**src/rtl/vga_text_reader.sv**
```systemverilog
// Reads a pass of text words from memory, decodes each into an ASCII character
// (plain or NOT-ciphered) and offers it downstream over a valid/ready handshake.
module vga_text_reader #(
    parameter logic [10:0] BASE_ADDR    = 11'h000,
    parameter int          CHAR_COUNT   = 16,
    parameter int          CIPHER_START = 4
) (
    input  logic        clk,
    input  logic        reset,
    input  logic        start,
    output logic [10:0] mem_addr,
    input  logic [31:0] mem_data,
    output logic        char_valid,
    input  logic        char_ready,
    output logic [7:0]  char_data,
    output logic [4:0]  char_index,
    output logic        busy,
    output logic        done,
    output logic        fmt_err
);
    typedef enum logic [1:0] {IDLE, READ, OFFER, FINISH} state_t;

    localparam logic [4:0] LAST_INDEX  = 5'(CHAR_COUNT - 1);
    // A threshold beyond the 5-bit index range means every word is plaintext.
    localparam logic [5:0] CIPHER_FROM = (CIPHER_START > 31) ? 6'd32 : 6'(CIPHER_START);

    state_t      state_reg, state_next;
    logic [4:0]  index_reg, index_next;
    logic [10:0] addr_reg, addr_next;
    logic [7:0]  char_reg, char_next;
    logic        fmt_reg, fmt_next;

    logic        is_plain;
    logic        word_ok;
    logic [7:0]  decoded;

    always_comb begin
        is_plain = ({1'b0, index_reg} < CIPHER_FROM);
        word_ok  = is_plain ? (mem_data[31:8] == 24'h000000)
                            : (mem_data[31:8] == 24'hFFFFFF);
        decoded  = is_plain ? mem_data[7:0] : ~mem_data[7:0];
        if (!word_ok) begin
            decoded = 8'h3F;
        end
    end

    always_ff @(posedge clk or posedge reset) begin
        if (reset) begin
            state_reg <= IDLE;
            index_reg <= 5'd0;
            addr_reg  <= BASE_ADDR;
            char_reg  <= 8'h00;
            fmt_reg   <= 1'b0;
        end else begin
            state_reg <= state_next;
            index_reg <= index_next;
            addr_reg  <= addr_next;
            char_reg  <= char_next;
            fmt_reg   <= fmt_next;
        end
    end

    always_comb begin
        state_next = state_reg;
        index_next = index_reg;
        addr_next  = addr_reg;
        char_next  = char_reg;
        fmt_next   = fmt_reg;
        case (state_reg)
            IDLE: begin
                if (start) begin
                    state_next = READ;
                    index_next = 5'd0;
                    addr_next  = BASE_ADDR;
                    fmt_next   = 1'b0;
                end
            end
            READ: begin
                // A zero word is the end-of-text marker and is never emitted.
                if (mem_data == 32'h0) begin
                    state_next = FINISH;
                end else begin
                    state_next = OFFER;
                    char_next  = decoded;
                    if (!word_ok) begin
                        fmt_next = 1'b1;
                    end
                end
            end
            OFFER: begin
                if (char_ready) begin
                    if (index_reg == LAST_INDEX) begin
                        state_next = FINISH;
                    end else begin
                        state_next = READ;
                        index_next = index_reg + 5'd1;
                        addr_next  = addr_reg + 11'd4;
                    end
                end
            end
            FINISH: begin
                state_next = IDLE;
            end
            default: begin
                state_next = IDLE;
            end
        endcase
    end

    assign mem_addr   = addr_reg;
    assign char_valid = (state_reg == OFFER);
    assign char_data  = char_reg;
    assign char_index = index_reg;
    assign busy       = (state_reg != IDLE);
    assign done       = (state_reg == FINISH);
    assign fmt_err    = fmt_reg;
endmodule
```
**config.mk**
```make
export PLATFORM = sky130hd
export DESIGN_NAME = vga_text_reader
export DESIGN_NICKNAME = d
export VERILOG_FILES = /design/src/rtl/vga_text_reader.sv
export SDC_FILE = /design/constraint.sdc
export NUM_CORES = 1
export LEC_CHECK = 0
export ABC_AREA = 1
export CAP_MARGIN = 25
export CORE_MARGIN = 2
export CORE_UTILIZATION = 40
export DETAILED_ROUTE_END_ITERATION = 16
export MAX_ROUTING_LAYER = met4
export PLACE_DENSITY = 0.87
export SLEW_MARGIN = 10
export SYNTH_ARGS = -nofsm -noshare
export SYNTH_HDL_FRONTEND = slang
export SYNTH_SLANG_ARGS = --single-unit
```
**constraint.sdc**
```tcl
create_clock -name clk -period 2.6 [get_ports clk]
set_input_delay 0.52 -clock clk [delete_from_list [all_inputs] [get_ports clk]]
set_output_delay 0.52 -clock clk [all_outputs]
set_load 0.005 [all_outputs]
```
==> flow_metrics.py <==
metrics = {
    "outcome": {
        "status": "completed",
    },
    "synthesis": {
        "ys_types": 26,
        "syn_inst": 217,
        "synth-seq-area-share_pct": 40.4,
        "synth_top_family_by_area": "simple AND/OR/NAND/NOR gates",
        "synth_area_per_cell_um2": 7.14,
        "yosysTopAreaCell": "dfrtp_1",
        "ys_ff_latch": 25,
        "synth_commonest_cells": "nand2_1 (64), nor2_1 (39), dfrtp_1 (25)",
        "synth_xor_area_share_pct": 4.52,
        "yosys_most_used_dff": "dfrtp_1",
        "synth.top_cell.area_share_pct": 40.4,
        "synth_area_mm2": 0.00155,
        "yosysMostFrequentCell": "nand2_1",
        "synth-simple-area-share_pct": 37.6,
        "synthAdderAreaFrac_pct": 2.42,
        "synth_compound_area_share_pct": 7.43,
        "synth_area_leaders": "dfrtp_1 (40%), nand2_1 (16%), nor2_1 (9.5%)",
        "synthMuxAreaShare_pct": 0.646,
        "synth_edf_count": 0,
        "yosysWarnings": 0,
        "ys_async_sr_fraction_pct": 100,
    },
    "routing": {
        "drc": 0,
        "vias": 1577,
        "wl_per_cell_um": 11.0,
        "ant_nets": 0,
        "wl_um": 3620,
        "drt_iter0_markers": 117,
        "vias_per_cell": 4.79,
        "drtPass1Iterations": 4,
    },
    "clocking": {
        "cts.sinks": 25,
        "htreeDepth": 1,
        "clk_latency_ns": 0.27,
        "cts_hold_buf": 0,
        "cts.root.buffer_cell": "clkbuf_8",
        "cts_tree": "built",
        "clk_pin_slew_worst_paths_ns": 0.08,
        "cts_resized": 0,
        "post_cts_buffers": 0,
        "clk_path_buf_depth": 2,
        "cts_inserted_buffers": 3,
    },
    "sta": {
        "fin_crit_sh_pct": 80.4,
        "finalHoldViolCount": 0,
        "setup_viol": 0,
        "clock_skew_ns": 0.00828,
        "holdWs_ns": 0.486,
        "finalSetupTns_ns": 0,
        "rsz0062_at_grt": "false",
        "finalCriticalPeriod_ns": 2.09,
        "final_max_slew_viol_count": 0,
        "fmax_mhz": 478,
    },
    "global_route": {
        "grt_usage_pct": 18.8,
        "overflow": 0,
        "grt_pass1_vias": 1485,
        "antenna_found_initial": 0,
        "grt_pass1_wl_um": 6430,
        "grt_max_degree": 26,
    },
    "layout": {
        "n_fill_cell": 335,
        "nNetsFinal": 321,
        "largest_reg_flops": 9,
        "drive_gt1_share_pct": 6.76,
        "syn2layout_area_growth_pct": 45.2,
        "n_antenna_cell": 0,
    },
    "critical_path": {
        "critPathArrivalTime_ns": 1.57,
        "setup.worst_path.start": "state_reg[1]",
        "slowest_delay_ns": 0.55,
        "r2r-end": "mem_addr[4]",
        "reg2reg_depth": 10,
        "reg2reg_setup_slack_ns": 0.63,
        "critical_path.cell_chain": "inv_2, nor2_4, clkdlybuf4s50_1",
        "critPathRequiredTime_ns": 2.08,
        "cp-start-kind": "register",
        "r2r_start": "char_index[0]",
        "cp_slowest_cell": "clkdlybuf4s50_1",
        "critPathKind": "reg2out",
        "path_max_fanout": 6,
        "cp-end-kind": "primary output",
    },
    "power_and_ir_drop": {
        "power_mw": 1.79,
        "irDropWorstVdd_mv": 0.451,
        "p_leak_nw": 0.997,
        "power_density_mw_per_mm2": 797,
    },
    "die": {
        "io_pins": 64,
        "die_y_um": 66.2,
        "die_x_um": 66.2,
        "start_util_pct": 42.0,
        "core_area_mm2": 0.00369,
        "std_cell_rows": 22,
        "die-area_mm2": 0.00439,
    },
    "placed_design": {
        "place.gp.congestion": 0.874,
        "port_buffers": 61,
        "dp_hpwl_um": 2880,
    },
    "worst_hold_path": {
        "hold_end": "char_data[0]",
        "worstHoldStart": "char_data[0]",
        "holdPathStages": 2,
        "hold_class": "reg2reg",
    },
    "flow_run": {
        "drv_cap": 0,
    },
}
## layout by cell type, fill, tap and decap left out
master           netlist  final
o22ai_1                1      1
conb_1                 1      2
ha_1                   3      3
a21oi_1                7      7
or2_2                  1      1
a21oi_2                1      1
o21ai_0               13     13
nand4_1                5      5
mux2i_1                1      1
xor2_1                 8      8
nor2_2                 1      1
clkbuf_1               0      1
nor3_1                 5      5
clkbuf_8               0      3
nand2_4                1      1
clkdlybuf4s50_1        0     61
inv_1                 18     18
nand2_1               64     64
nand3b_1               1      1
dfrtp_1               25     25
nor3_2                 1      1
nor2_4                 2      2
nand3_2                1      1
nand2_2                4      4
buf_4                  2      1
inv_2                  3      3
nand3_1                8      8
nor2_1                39     39
## area by class of cell
| type | count | area, µm² | area share, % |
|---|---|---|---|
| Clock buffer | 4 | 45.0 | 2.00 |
| Inverter | 21 | 78.8 | 3.50 |
| Multi-Input combinational cell | 169 | 822 | 36.5 |
| Sequential cell | 25 | 626 | 27.8 |
| Tap cell | 48 | 60.1 | 2.67 |
| Timing Repair Buffer | 62 | 618 | 27.5 |
## metrics by stage
stage / util (%) / std cells / worst slack [ns] / instance area [µm²]
floorplan: - / 218 / 0.993 / 1550
global placement: 59.8 / 325 / 0.546 / 2200
detailed placement: 59.8 / 325 / 0.518 / 2200
CTS: 61.0 / 329 / 0.504 / 2250
global route: 61.0 / 329 / 0.427 / 2250
finish: 61.0 / 329 / 0.509 / 2250
## power by group
group          total [mW]  switching (mW)  internal (mW)
registers           0.648           0.129          0.520
logic               0.917           0.466          0.451
clock network       0.227           0.118          0.109
total                1.79           0.713           1.08
## worst max-delay path by stage
stage | to | slack (ns) | cells past startpoint
global placement | char_data[6] | 0.55 | 10
global route | mem_addr[5] | 0.43 | 10
detailed placement | char_data[6] | 0.52 | 10
finish | char_valid | 0.51 | 3
floorplan | mem_addr[4] | 0.99 | 10
CTS | char_valid | 0.50 | 3
## per-layer routing
layer | routed length [µm] | GRT usage, % | vias to the layer above | share of wire [%]
met1 | 1620 | 24.6 | 696 | 45
li1 | - | - | 814 | -
met5 | 0 | - | - | 0
met2 | 1750 | 31.1 | 63 | 48
met3 | 220 | 1.53 | 4 | 6.1
met4 | 31 | 5.36 | 0 | 0.86
## worst max-delay path: cells and delay by family (launching register included)
family | cells | cell delay [ns]
buf+inv | 2 | 0.64
flops | 1 | 0.46
simple gates | 1 | 0.21
## logic make-up after synthesis
logic type      Yosys count
compound gates           22
xor+xnor                  8
fa+ha+maj                 3
buf+inv                  24
flops                    25
mux                       1
other cells               1
simple gates            133
Note: power is estimated with default switching activity, not from simulation.
